==> config.mk <==
export PLATFORM = sky130hd
export DESIGN_NAME = mem_port_responder
export DESIGN_NICKNAME = d
export VERILOG_FILES = /design/src/rtl/mem_port_responder.sv
export SDC_FILE = /design/constraint.sdc
export NUM_CORES = 1
export LEC_CHECK = 0
export ABC_AREA = 1
export CAP_MARGIN = 15
export CORE_ASPECT_RATIO = 1.5
export CORE_MARGIN = 4
export CORE_UTILIZATION = 30
export CTS_CLUSTER_DIAMETER = 60
export CTS_CLUSTER_SIZE = 14
export DETAILED_ROUTE_END_ITERATION = 8
export DONT_BUFFER_PORTS = 1
export HOLD_SLACK_MARGIN = 0.12
export PLACE_DENSITY = 0.52
export SLEW_MARGIN = 20
export SYNTH_ARGS = -nofsm -noshare
export SYNTH_HDL_FRONTEND = slang
export SYNTH_SLANG_ARGS = --single-unit
==> constraint.sdc <==
create_clock -name clk -period 2.6 [get_ports clk]
set_input_delay 0.39 -clock clk [delete_from_list [all_inputs] [get_ports clk]]
set_output_delay 0.39 -clock clk [all_outputs]
set_load 0.05 [all_outputs]
==> src/rtl/mem_port_responder.sv <==
// Toggle-handshake memory port with strict priority over a free-running background
// reader. Every access is a one-cycle strobe, then a countdown to the fixed read latency.
module mem_port_responder #(
   parameter int AW     = 23,
   parameter int RD_LAT = 2
) (
   input  logic          clk,
   input  logic          reset,
   input  logic          port_req,
   output logic          port_ack,
   input  logic [AW-1:0] port_a,
   input  logic [1:0]    port_ds,
   input  logic          port_we,
   input  logic [15:0]   port_d,
   output logic [15:0]   port_q,
   input  logic [AW-1:0] rd_addr,
   output logic [15:0]   rd_q,
   output logic          rd_valid,
   output logic          mem_cs,
   output logic          mem_we,
   output logic [1:0]    mem_be,
   output logic [AW-1:0] mem_addr,
   output logic [15:0]   mem_wdata,
   input  logic [15:0]   mem_rdata
);

   typedef enum logic [1:0] {IDLE, PORT_ACC, BG_ACC} state_t;

   localparam logic [2:0] LAT = 3'(RD_LAT);

   state_t        state_q, state_d;
   logic [2:0]    cnt_q, cnt_d;
   logic          port_ack_q, port_ack_d;
   logic [15:0]   port_q_q, port_q_d;
   logic [15:0]   rd_q_q, rd_q_d;
   logic          rd_valid_q, rd_valid_d;
   logic          mem_cs_q, mem_cs_d;
   logic          mem_we_q, mem_we_d;
   logic [1:0]    mem_be_q, mem_be_d;
   logic [AW-1:0] mem_addr_q, mem_addr_d;
   logic [15:0]   mem_wdata_q, mem_wdata_d;
   logic          acc_we_q, acc_we_d;

   always_comb begin
      state_d     = state_q;
      cnt_d       = cnt_q;
      port_ack_d  = port_ack_q;
      port_q_d    = port_q_q;
      rd_q_d      = rd_q_q;
      rd_valid_d  = 1'b0;
      mem_cs_d    = 1'b0;
      mem_we_d    = 1'b0;
      mem_be_d    = mem_be_q;
      mem_addr_d  = mem_addr_q;
      mem_wdata_d = mem_wdata_q;
      acc_we_d    = acc_we_q;

      case (state_q)
         IDLE: begin
            // Registered strobe: the latched fields are what the memory sees next cycle.
            cnt_d    = LAT;
            mem_cs_d = 1'b1;
            if (port_req != port_ack_q) begin
               state_d     = PORT_ACC;
               mem_we_d    = port_we;
               acc_we_d    = port_we;
               mem_be_d    = port_we ? port_ds : 2'b11;
               mem_addr_d  = port_a;
               mem_wdata_d = port_d;
            end else begin
               state_d    = BG_ACC;
               acc_we_d   = 1'b0;
               mem_be_d   = 2'b11;
               mem_addr_d = rd_addr;
            end
         end
         PORT_ACC, BG_ACC: begin
            if (cnt_q == 3'd0) begin
               state_d = IDLE;
               if (state_q == PORT_ACC) begin
                  port_ack_d = ~port_ack_q;
                  if (!acc_we_q) port_q_d = mem_rdata;
               end else begin
                  rd_q_d     = mem_rdata;
                  rd_valid_d = 1'b1;
               end
            end else begin
               cnt_d = cnt_q - 3'd1;
            end
         end
         default: state_d = IDLE;
      endcase
   end

   always_ff @(posedge clk or posedge reset) begin
      if (reset) begin
         state_q     <= IDLE;
         cnt_q       <= '0;
         port_ack_q  <= 1'b0;
         port_q_q    <= '0;
         rd_q_q      <= '0;
         rd_valid_q  <= 1'b0;
         mem_cs_q    <= 1'b0;
         mem_we_q    <= 1'b0;
         mem_be_q    <= '0;
         mem_addr_q  <= '0;
         mem_wdata_q <= '0;
         acc_we_q    <= 1'b0;
      end else begin
         state_q     <= state_d;
         cnt_q       <= cnt_d;
         port_ack_q  <= port_ack_d;
         port_q_q    <= port_q_d;
         rd_q_q      <= rd_q_d;
         rd_valid_q  <= rd_valid_d;
         mem_cs_q    <= mem_cs_d;
         mem_we_q    <= mem_we_d;
         mem_be_q    <= mem_be_d;
         mem_addr_q  <= mem_addr_d;
         mem_wdata_q <= mem_wdata_d;
         acc_we_q    <= acc_we_d;
      end
   end

   assign port_ack  = port_ack_q;
   assign port_q    = port_q_q;
   assign rd_q      = rd_q_q;
   assign rd_valid  = rd_valid_q;
   assign mem_cs    = mem_cs_q;
   assign mem_we    = mem_we_q;
   assign mem_be    = mem_be_q;
   assign mem_addr  = mem_addr_q;
   assign mem_wdata = mem_wdata_q;

endmodule

After elaboration in Yosys (flattened, before gate mapping) --
Cells that the tools add are included.
Storage, ports and cells: bits in registers 83, input bits 84, output and inout port bits 77, word-level logic and storage cells 44
Operators by class: add/sub/neg operators 1, equal/unequal tests 5, muxes and demuxes 14, bitwise operators 3, reduce and logical (&&, ||, !) cells 9
Operators with widths (count):
- 23-bit 2-to-1 mux | 1
- 2-bit 2-to-1 mux | 4
- 1-bit 2-to-1 mux | 6
- 3-bit case mux with 2 select lines | 1
- 3-bit AND reduction | 2
- 2-bit != test (second input constant) | 2
- 2-bit case mux with 2 select lines | 1
- 2-bit AND reduction | 2
- 4-bit AND reduction | 1
- 3-bit zero test | 1
- 3-bit 2-to-1 mux | 1
- 1-bit inverter | 3
- 3-bit by 1-bit subtractor with 3-bit output (second input constant) | 1
- 2-bit by 1-bit == test with 1-bit output (second input constant) | 1
- 2-bit == test (second input constant) | 1
- 2-bit zero test | 1
- 2-bit nonzero test | 1
- 2-bit OR reduction | 1
- 1-bit != test | 1

Longest topological paths before layout --
word-level depth 4, gate-level depth with buffers 9, mapped depth without buffers 8

Least setup slack after synthesis --
Ideal clock, no wire load.
kind reg2reg, start register port_ack_q (netlist: port_ack), end register mem_wdata_q[0] (netlist: mem_wdata[0]), setup time 0.074 ns, arrival time 1.340 ns, required time 2.526 ns, path slack 1.186 ns, cell stages (with the launch flop) 6, clock period less this slack 1.414 ns, cells stage by stage dfrtp_1 -> nand2_2 -> nand3_4 -> buf_6 -> nand2_1 -> o21ai_2
On the way: longest elaborated chain between the ends 2
Ends and longest elaborated chain:
- from (decl) | RTL line 33 | logic port_ack_q, port_ack_d;
- from (signal assigned) | RTL line 112 | port_ack_q <= port_ack_d;
- 1-bit != test | RTL line 63 | if (port_req != port_ack_q) begin
- 2-bit AND reduction (no line)
- to (signal assigned) | RTL line 120 | mem_wdata_q <= mem_wdata_d;
- to (decl) | RTL line 41 | logic [15:0] mem_wdata_q, mem_wdata_d;
No other way between the ends. A chain may end at the register's enable or synchronous reset.

Worst setup path after layout --
start register cnt_q[0], end register port_q_q[1] (netlist: port_q[1])
On the way: longest elaborated chain between the ends 2
Ends and longest elaborated chain:
- from (decl) | RTL line 32 | logic [2:0] cnt_q, cnt_d;
- from (signal assigned) | RTL line 111 | cnt_q <= cnt_d;
- 3-bit zero test | RTL line 78 | if (cnt_q == 3'd0) begin
- 4-bit AND reduction (no line)
- to (signal assigned) | RTL line 113 | port_q_q <= port_q_d;
- to (decl) | RTL line 34 | logic [15:0] port_q_q, port_q_d;
No other way between the ends.

==> results.txt <==
height of the die = 142.8 um
R2R cell count = 7
Hold Crit Start = port_d[10]
Site Rows = 49
nets = 462
largest net degree at the start of global routing = 44
dpl hpwl = 6405 um
PostCTS Resize Cnt = 0
# port buffers = 0
syn avg cell area = 9.568 um^2
critical path class = reg2reg
final wirelength = 8811 um
unrepaired setup endpoints after global routing = false
largest family of logic cells by synthesized area = simple AND/OR/NAND/NOR gates
Num CTS Buffers = 9
max layer used = met4
vias = 2,497
CP endpoint kind = flop
RR Endpoint = port_q[1]$_DFFE_PP0P_
clock buffer depth = 2
register area = 0.002077 mm^2
Mapped Nets = 469
Clock Sinks = 83
Yosys warning count = 0
RePlAce Congestion = 0.7633
initial drt markers = 91
WHS Path Cells = 2
Distinct cells, synth = 20
max frequency = 515.5 MHz
Metal-1 WL = 3168 um
initial antenna violation count = 0
register area share after synthesis = 0.5712
Wirelength per Cell = 16.59 um
status = finished, final reports clean
number of inserted diodes = 0
Worst Hold Class = in2reg
# DRC = 0
crit-path max FO = 32
final hold viol count = 0
CP required = 2.83 ns
Slew Limit Fails = 0
Die Width = 97.89 um
Post-Synth Simple-Gate Area = 0.2109
grt ovf = 0
vias in the first global route = 2,674
WL met3 = 619 um
CTS H-tree depth = 3
Yosys reg bits = 83
Layout area overhead = 10.19%
relative slew slack = 0.3979
gr usage total = 0.1267
Fill cells = 1,238
reg2reg setup slack = 0.66 ns
Synth Area in XOR/XNOR = 0.002409
Clock transition at path regs = 0.06 ns
Setup Skew = 0.008071 ns
multiplexer share of the synthesized area = 0
post-synthesis compound-gate area fraction = 0.09911
adder-cell share of the synthesized area = 0.01721
Die Area = 0.01398 mm^2
FF-to-FF Start = cnt_q[0]$_DFFE_PP0P_
setup violators final = 0
synthesized area = 0.003636 mm^2
Pre-antenna DRT Iters = 5
# IOs = 161
met2 wire length = 4896 um
Worst setup SP type = flop
via/cell ratio = 4.702
Worst Path Arrival = 2.17 ns
fin crit share = 0.7460
MaxCap Viol Count = 0
Clock Latency Late Sink = 0.33 ns
multi-input combinational cell area = 0.001201 mm^2
sink of the worst hold path = mem_wdata[10]$_DFFE_PP0P_
commonest non-fill, non-tap cell in the layout = nand2_1
min Tclk post-route = 1.940 ns
CTS Root Cell = clkbuf_16
Antenna Nets Post-Route = 0
Initial Utilization = 0.3041
first-pass GRT wire length = 14,020 um
Mapped Cells = 380
most frequent cells in the layout = nand2_1, dfrtp_1, nand3_1
CTS tree = done
Setup TNS Final = 0 ns
worst-margin pin slew = 0.9010 ns
share of cells above drive strength 1 = 0.1217
CORE AREA = 0.01196 mm^2
-- kinds of logic (layout without fill, tap and decap cells) --
family	after synthesis	count (layout)
fa+ha+maj	5	5
xor+xnor	1	1
compound gates	57	57
simple gates	164	164
flops	83	83
buf+inv	70	68
-- worst max-delay path, cell delays in order (launching register included) --
cell     delay (ns)
dfrtp_1        0.36
inv_1          0.08
ha_1           0.15
ha_1           0.18
inv_2          0.05
nor2_1         0.08
nand2_1        0.52
o21ai_0        0.40
-- repair_timing --
item	CTS	global route
setup endpoints to repair	0	0
hold buffers	1	0
buffers inserted	0	0
endpoints found under the hold margin	41	0
-- worst max path at each step --
stage                                         to  cells after the start                  from  slack, ns
final                      port_q[1]$_DFFE_PP0P_                      7  cnt_q[0]$_DFFE_PP0P_       0.66
after floorplan             acc_we_q$_DFFE_PP0P_                      1                 reset       0.07
after global placement     port_q[3]$_DFFE_PP0P_                      7  cnt_q[0]$_DFFE_PP0P_       0.70
after global routing       port_q[1]$_DFFE_PP0P_                      7  cnt_q[0]$_DFFE_PP0P_       0.38
after CTS                  port_q[1]$_DFFE_PP0P_                      7  cnt_q[0]$_DFFE_PP0P_       0.57
after detailed placement  port_q[14]$_DFFE_PP0P_                      7  cnt_q[0]$_DFFE_PP0P_       0.64
-- registers in the layout, indices dropped and copies added, names as in the netlist --
name / count
rd_q: 16
port_q: 16
mem_wdata: 16
state_q: 2
acc_we_q: 1
cnt_q: 3
mem_we: 1
rd_valid: 1
mem_addr: 23
port_ack: 1
mem_be: 2
mem_cs: 1
-- per-layer routing --
layer | vias up | GRT usage
met5 | - | 0
met4 | 0 | 0.05616
met3 | 7 | 0.03861
met2 | 107 | 0.2365
met1 | 1159 | 0.1289
li1 | 1224 | -
-- synthesized netlist by cell type --
| cell type | instances | area [um^2] |
|---|---|---|
| nor2_1 | 4 | 15.01 |
| xor2_1 | 1 | 8.760 |
| nand2_4 | 2 | 22.52 |
| nand3_4 | 1 | 17.52 |
| nand2_2 | 2 | 12.51 |
| nand4_1 | 23 | 143.9 |
| inv_2 | 3 | 11.26 |
| dfrtp_1 | 83 | 2077 |
| ha_1 | 5 | 62.56 |
| buf_4 | 5 | 37.54 |
| o21ai_0 | 24 | 120.1 |
| buf_2 | 8 | 40.04 |
| o21bai_1 | 3 | 22.52 |
| clkbuf_2 | 1 | 5.000 |
| nand3_1 | 48 | 240.2 |
| buf_6 | 9 | 101.4 |
| nand2_1 | 84 | 315.3 |
| o21ai_1 | 12 | 60.06 |
| o21ai_2 | 18 | 157.7 |
| inv_1 | 44 | 165.2 |
-- cell type report --
type | instances | share of cell area
multi-input cells | 227 | 0.2998
well taps | 153 | 0.04778
inverters | 47 | 0.04435
flip-flops and latches | 83 | 0.5184
clock buffers | 11 | 0.05809
repair buffers | 5 | 0.009994
clock inverters | 5 | 0.02155
-- through the flow --
stage / cells / utilization / area (um^2) / hold WS [ns] / setup slack [ns]
after CTS: 531 / 0.3351 / 4006 / 0.1720 / 0.5703
after global routing: 531 / 0.3351 / 4006 / 0.1755 / 0.3845
final: 531 / 0.3351 / 4006 / 0.1914 / 0.6603
after detailed placement: 514 / 0.3076 / 3677 / 0.4348 / 0.6443
after global placement: 514 / 0.3076 / 3677 / 0.4190 / 0.6968
after floorplan: 380 / - / 3636 / 0.4557 / 0.07321
Power is not shown: default switching activity piles up to over one toggle a cycle in this logic, so the estimate is an artifact.
